### src/rtl/spi_slave.sv
// SPI mode-0 responder (MSB first) with a 68000-style word register bus.
// Latency: MOSI captured 3 clk after a pin SCLK rise, MISO updated 3 clk after a pin SCLK fall, ack 1 clk after strobe rise.
// Backpressure: none; one-deep RX/TX holding registers, an unread RX byte is overwritten and flagged as overrun.
module spi_slave #(
    parameter logic [7:0] FILL_BYTE = 8'hFF
) (
    input  logic        clk,
    input  logic        reset,
    input  logic        spi_cs_n,
    input  logic        spi_clk,
    input  logic        spi_mosi,
    output logic        spi_miso,
    output logic        spi_miso_oe,
    input  logic [1:0]  addr,
    input  logic        rw,
    input  logic        uds,
    input  logic        lds,
    input  logic [15:0] data_write,
    output logic [15:0] data_read,
    output logic        ack,
    output logic        irq
);

    typedef enum logic {IDLE, ACTIVE} state_t;

    state_t      state;
    logic        cs_s1, cs_s2, cs_s3;
    logic        sclk_s1, sclk_s2, sclk_s3;
    logic        mosi_s1, mosi_s2;
    logic [2:0]  bitcnt;
    logic [7:0]  rx_shift;
    logic [7:0]  rx_data;
    logic [7:0]  tx_shift;
    logic [7:0]  tx_hold;
    logic        tx_full;
    logic        rx_avail;
    logic        rx_overrun;
    logic        strobe_q;

    logic        cs_fall, cs_rise, sclk_rise, sclk_fall;
    logic        strobe, bus_go, wr_tx, rd_rx, clr_ovr;
    logic        tx_load, rx_done;
    logic [7:0]  tx_next;
    logic [7:0]  rx_byte;
    logic        cs_active;
    logic        unused_upper;

    // Upper data lane carries nothing for this peripheral.
    assign unused_upper = ^data_write[15:8];

    // Two-flop synchronizers plus a third stage on cs/sclk for edge detection.
    always_ff @(posedge clk or posedge reset) begin
        if (reset) begin
            cs_s1   <= 1'b1;
            cs_s2   <= 1'b1;
            cs_s3   <= 1'b1;
            sclk_s1 <= 1'b0;
            sclk_s2 <= 1'b0;
            sclk_s3 <= 1'b0;
            mosi_s1 <= 1'b0;
            mosi_s2 <= 1'b0;
        end else begin
            cs_s1   <= spi_cs_n;
            cs_s2   <= cs_s1;
            cs_s3   <= cs_s2;
            sclk_s1 <= spi_clk;
            sclk_s2 <= sclk_s1;
            sclk_s3 <= sclk_s2;
            mosi_s1 <= spi_mosi;
            mosi_s2 <= mosi_s1;
        end
    end

    assign cs_fall   =  cs_s3 & ~cs_s2;
    assign cs_rise   = ~cs_s3 &  cs_s2;
    assign sclk_rise = ~sclk_s3 &  sclk_s2;
    assign sclk_fall =  sclk_s3 & ~sclk_s2;

    assign strobe  = uds | lds;
    assign bus_go  = strobe & ~strobe_q;
    assign wr_tx   = bus_go & ~rw & (addr == 2'd0);
    assign rd_rx   = bus_go &  rw & (addr == 2'd0);
    assign clr_ovr = bus_go & ~rw & (addr == 2'd1) & data_write[2];

    assign cs_active = (state == ACTIVE);
    assign tx_next   = tx_full ? tx_hold : FILL_BYTE;
    assign rx_byte   = {rx_shift[6:0], mosi_s2};

    // A byte is fetched from holding on select and at every byte boundary (falling edge with bitcnt wrapped).
    assign tx_load = ((state == IDLE) & cs_fall) |
                     (cs_active & ~cs_rise & sclk_fall & (bitcnt == 3'd0));
    assign rx_done = cs_active & ~cs_rise & sclk_rise & (bitcnt == 3'd7);

    assign irq = rx_avail | rx_overrun;

    // Transfer FSM, shift registers and holding/flag registers; set always beats clear.
    always_ff @(posedge clk or posedge reset) begin
        if (reset) begin
            state       <= IDLE;
            bitcnt      <= 3'd0;
            rx_shift    <= 8'd0;
            rx_data     <= 8'd0;
            tx_shift    <= 8'd0;
            tx_hold     <= 8'd0;
            tx_full     <= 1'b0;
            rx_avail    <= 1'b0;
            rx_overrun  <= 1'b0;
            spi_miso    <= 1'b1;
            spi_miso_oe <= 1'b0;
        end else begin
            // A bus write in the same cycle as a load keeps the new byte pending.
            if (wr_tx) begin
                tx_hold <= data_write[7:0];
                tx_full <= 1'b1;
            end else if (tx_load && tx_full) begin
                tx_full <= 1'b0;
            end

            if (rx_done) begin
                rx_data <= rx_byte;
            end
            if (rx_done) begin
                rx_avail <= 1'b1;
            end else if (rd_rx) begin
                rx_avail <= 1'b0;
            end
            if (rx_done && rx_avail) begin
                rx_overrun <= 1'b1;
            end else if (clr_ovr) begin
                rx_overrun <= 1'b0;
            end

            case (state)
                IDLE: begin
                    if (cs_fall) begin
                        state       <= ACTIVE;
                        bitcnt      <= 3'd0;
                        rx_shift    <= 8'd0;
                        tx_shift    <= tx_next;
                        spi_miso    <= tx_next[7];
                        spi_miso_oe <= 1'b1;
                    end
                end
                ACTIVE: begin
                    if (cs_rise) begin
                        state       <= IDLE;
                        bitcnt      <= 3'd0;
                        rx_shift    <= 8'd0;
                        spi_miso    <= 1'b1;
                        spi_miso_oe <= 1'b0;
                    end else begin
                        if (sclk_rise) begin
                            rx_shift <= rx_byte;
                            bitcnt   <= bitcnt + 3'd1;
                        end
                        if (sclk_fall) begin
                            if (tx_load) begin
                                tx_shift <= tx_next;
                                spi_miso <= tx_next[7];
                            end else begin
                                tx_shift <= {tx_shift[6:0], 1'b0};
                                spi_miso <= tx_shift[6];
                            end
                        end
                    end
                end
                default: state <= IDLE;
            endcase
        end
    end

    // Bus side: access on strobe rise, one-cycle ack, read data held until the next read.
    always_ff @(posedge clk or posedge reset) begin
        if (reset) begin
            strobe_q  <= 1'b0;
            ack       <= 1'b0;
            data_read <= 16'h0000;
        end else begin
            strobe_q <= strobe;
            ack      <= bus_go;
            if (bus_go && rw) begin
                case (addr)
                    2'd0:    data_read <= {8'h00, rx_data};
                    2'd1:    data_read <= {12'h000, cs_active, rx_overrun, tx_full, rx_avail};
                    default: data_read <= 16'h0000;
                endcase
            end
        end
    end

endmodule
### config.mk
export PLATFORM = sky130hd
export DESIGN_NAME = spi_slave
export DESIGN_NICKNAME = d
export VERILOG_FILES = /design/src/rtl/spi_slave.sv
export SDC_FILE = /design/constraint.sdc
export NUM_CORES = 1
export LEC_CHECK = 0
export CAP_MARGIN = 20
export CORE_ASPECT_RATIO = 1.75
export CORE_MARGIN = 4
export CORE_UTILIZATION = 45
export DETAILED_ROUTE_END_ITERATION = 7
export MAX_ROUTING_LAYER = met4
export PLACE_DENSITY = 0.66
export SLEW_MARGIN = 20
export SYNTH_ARGS = -nofsm -noshare
export SYNTH_HDL_FRONTEND = slang
export SYNTH_SLANG_ARGS = --single-unit
### constraint.sdc
create_clock -name clk -period 2.08 [get_ports clk]
set_input_delay 0.416 -clock clk [delete_from_list [all_inputs] [get_ports clk]]
set_output_delay 0.416 -clock clk [all_outputs]
set_load 0.03 [all_outputs]
==> results.yml <==
synthesis:
  syn_avg_cell_area_sq_um: 12.7
  synthFlopType: "dfrtp_1"
  synth_edf_count: 0
  synth_compound_area_share_pct: 9.31
  syn-cell-area_sq_mm: 0.00251
  synthArstFlopShare_pct: 100
  yosys.area_share.simple_pct: 10.3
  ys_seq_area_share_pct: 56.9
  synth_top_family_by_area: "multiplexers"
  synth_cell_types: 43
  ys_ff_latch: 57
  synth_xor_area_share_pct: 0
  synthCells: 198
  synthMuxAreaShare_pct: 15.9
  yosys.area_share.adder_pct: 1.89
  yosysWarnings: 0
critical_path:
  crit_fanout: 7
  critPathMaxStageDelay_ns: 0.40
  crit_buf_inv: 2
  path_cells: "inv_1 -> ha_1 -> nor4bb_1 -> a21bo_1 -> buf_12 -> mux2_4 -> mux2_2"
  worstSetupPathType: "reg -> reg"
  cpMaxStageDelayCell: "dfrtp_1"
  required_ns: 2.29
  crit_path_start_kind: "flop"
  crit-reg2reg-launch: "bitcnt[0]"
  reg2reg_slack_ns: 0.12
  rr_worst_depth: 7
  crit_arrival_ns: 2.17
  path_delay_family: "multiplexers"
  worstSetupEndpointType: "flop"
  r2r_end: "tx_shift[3]"
final_layout:
  diodes: 0
  layout_common_cells: "dfrtp_1 (53), clkdlybuf4s50_1 (28), mux2_2 (20), nand2_1 (15), inv_1 (10)"
  fill_cells: 480
  layout-drive-gt1-share_pct: 24.8
  area_growth_pct: 23.9
  final_nets: 266
  layout_commonest_cell: "dfrtp_1"
cts:
  cts_buffer_depth: 2
  cts_setup_buffers: 0
  cts_tree: "yes"
  clkTransAtPathRegs_ns: 0.07
  cts-resized-gates: 0
  cts_made_buffers: 9
  htree_levels: 3
  clkLatencyLatePin_ns: 0.33
  root_buffer: "clkbuf_8"
  cts_hold_buf: 0
  cts_sinks: 57
global_route:
  grt_max_degree: 58
  first_global_vias: 1614
  grt_pass1_wl_um: 7570
  grt_overflow: 0
  antenna_found_initial: 0
  track_usage_pct: 14.8
drt:
  route.detailed.drc: 0
  post_drt_wl_per_cell_um: 13.9
  drtIter0Drc: 69
  antenna_left: 0
  drt_first_pass_iters: 4
  via_count: 1581
  finalWirelength_um: 4400
  viasPerCell: 5.00
power_and_ir_drop:
  peakVddDrop_mv: 0.501
  p_leak_nw: 1.43
  intPower_mw: 2.18
  power_frac_clock_pct: 37.4
  sequentialPowerShare_pct: 46.2
  power_density_mw_per_mm2: 936
  switching_share_pct: 25.1
  p_switching_uw: 733
  combPwrFrac_pct: 16.4
timing:
  hold_slack_ns: 0.344
  grt_setup_unrepaired: "no"
  setup_violations: 0
  hold_viol_final: 0
  finalClockSkew_ns: 0.00501
  drv_slew: 0
  fin_crit_sh_pct: 94.1
  min_period_ns: 1.96
  achievable-frequency_ghz: 0.511
  finalSetupTns_ns: 0
floorplan:
  core_area_sq_mm: 0.00534
  die_w_um: 64.5
  die_area_sq_mm: 0.00689
  io_pins: 46
  floorplan.rows: 35
  die_y_um: 107
  start_util_pct: 47.0
hold_path:
  min_path_type: "reg -> reg"
  min_to: "mosi_s2"
  hp-start: "mosi_s1"
  min_path_cells: 0
run_status:
  status: "completed"
placed_design:
  gp_congestion: 0.728
  io_buffers: 29
  dp_hpwl_um: 3040
job:
  cap_viol_max_count: 0
-- how the worst max path moves through the flow --
stage                         start  slack [ns]  depth (start not counted)     endpoint
final                     bitcnt[0]        0.12                          7  tx_shift[3]
after global placement          lds        0.04                          6   tx_hold[2]
after global routing      bitcnt[1]        0.04                          7  tx_shift[2]
after CTS                  rx_avail        0.02                          2          irq
after detailed placement        uds        0.04                          6   tx_hold[6]
after floorplan           bitcnt[0]        0.26                          7  tx_shift[1]
-- cell families after synthesis --
family	count (synthesis)
AOI/OAI and AO/OA	32
adders and majority gates	4
buffers and inverters	26
DFF	57
muxes	34
other	1
and+or+nand+nor	44
-- layer usage --
layer,vias up,global-route usage (%),share of wire [%]
met1,789,16.6,41
met4,0,6.81,1.9
met2,34,23.3,52
met3,8,5.66,5.2
li1,750,-,-
met5,-,-,0
-- final cells by class --
| class | instances | area [sq um] | area share, % |
|---|---|---|---|
| Clock buffer | 10 | 128 | 4.10 |
| Timing Repair Buffer | 36 | 370 | 11.9 |
| Tap cell | 74 | 92.6 | 2.97 |
| Multi-Input combinational cell | 122 | 970 | 31.1 |
| Clock inverter | 6 | 82.6 | 2.65 |
| Inverter | 11 | 41.3 | 1.33 |
| Sequential cell | 57 | 1430 | 45.9 |
-- per-stage QoR --
stage | setup slack [ns] | power (mW) | util [%] | instances | cell area, sq um
5_1_grt | 0.0380 | 3.07 | 58.3 | 316 | 3120
6_report | 0.123 | 2.92 | 58.3 | 316 | 3120
2_1_floorplan | 0.259 | 1.70 | - | 205 | 2540
4_1_cts | 0.0231 | 2.96 | 58.3 | 316 | 3110
3_3_place_gp | 0.0449 | 1.83 | 54.3 | 300 | 2900
3_5_place_dp | 0.0400 | 1.85 | 54.3 | 300 | 2900
-- power groups by stage --
stage,Combinational (mW),Sequential (mW),Clock [mW]
5_1_grt,0.524,1.37,1.18
6_report,0.477,1.35,1.09
3_3_place_gp,0.474,1.35,0
2_1_floorplan,0.328,1.37,0
3_5_place_dp,0.482,1.36,0
4_1_cts,0.487,1.35,1.12
-- flip-flops by register name, summed over array words and instances, names as in the netlist, 3 cells and up --
signal	cells
data_read	8
rx_data	8
tx_hold	8
rx_shift	7
tx_shift	7
bitcnt	3
-- synthesized netlist by cell type, drive strengths merged, types with 2 or more instances --
library cell | number | share of area (%)
buf | 12 | 3.4
mux2 | 29 | 14
nor2 | 5 | 0.75
mux2i | 5 | 2.0
nor4 | 2 | 1.1
ha | 3 | 1.5
dfrtp | 53 | 53
inv | 11 | 1.6
dfstp | 4 | 4.2
o31ai | 4 | 1.2
a22o | 9 | 3.1
clkbuf | 3 | 0.45
a21oi | 4 | 1.1
nand2 | 16 | 2.5
o21ai | 9 | 1.8
or2 | 3 | 0.75
nand2b | 10 | 2.8
-- worst reg2reg max path: cells and delay by family (launching register included) --
kind	cells	cell delay [ns]
buffers and inverters	2	0.20
multiplexers	2	0.56
adder cells (fa/ha/maj)	1	0.13
AND/OR/NAND/NOR	1	0.36
flip-flops	1	0.40
AO/OA/AOI/OAI	1	0.20
No activity file was read; power rests on OpenSTA's default activity.
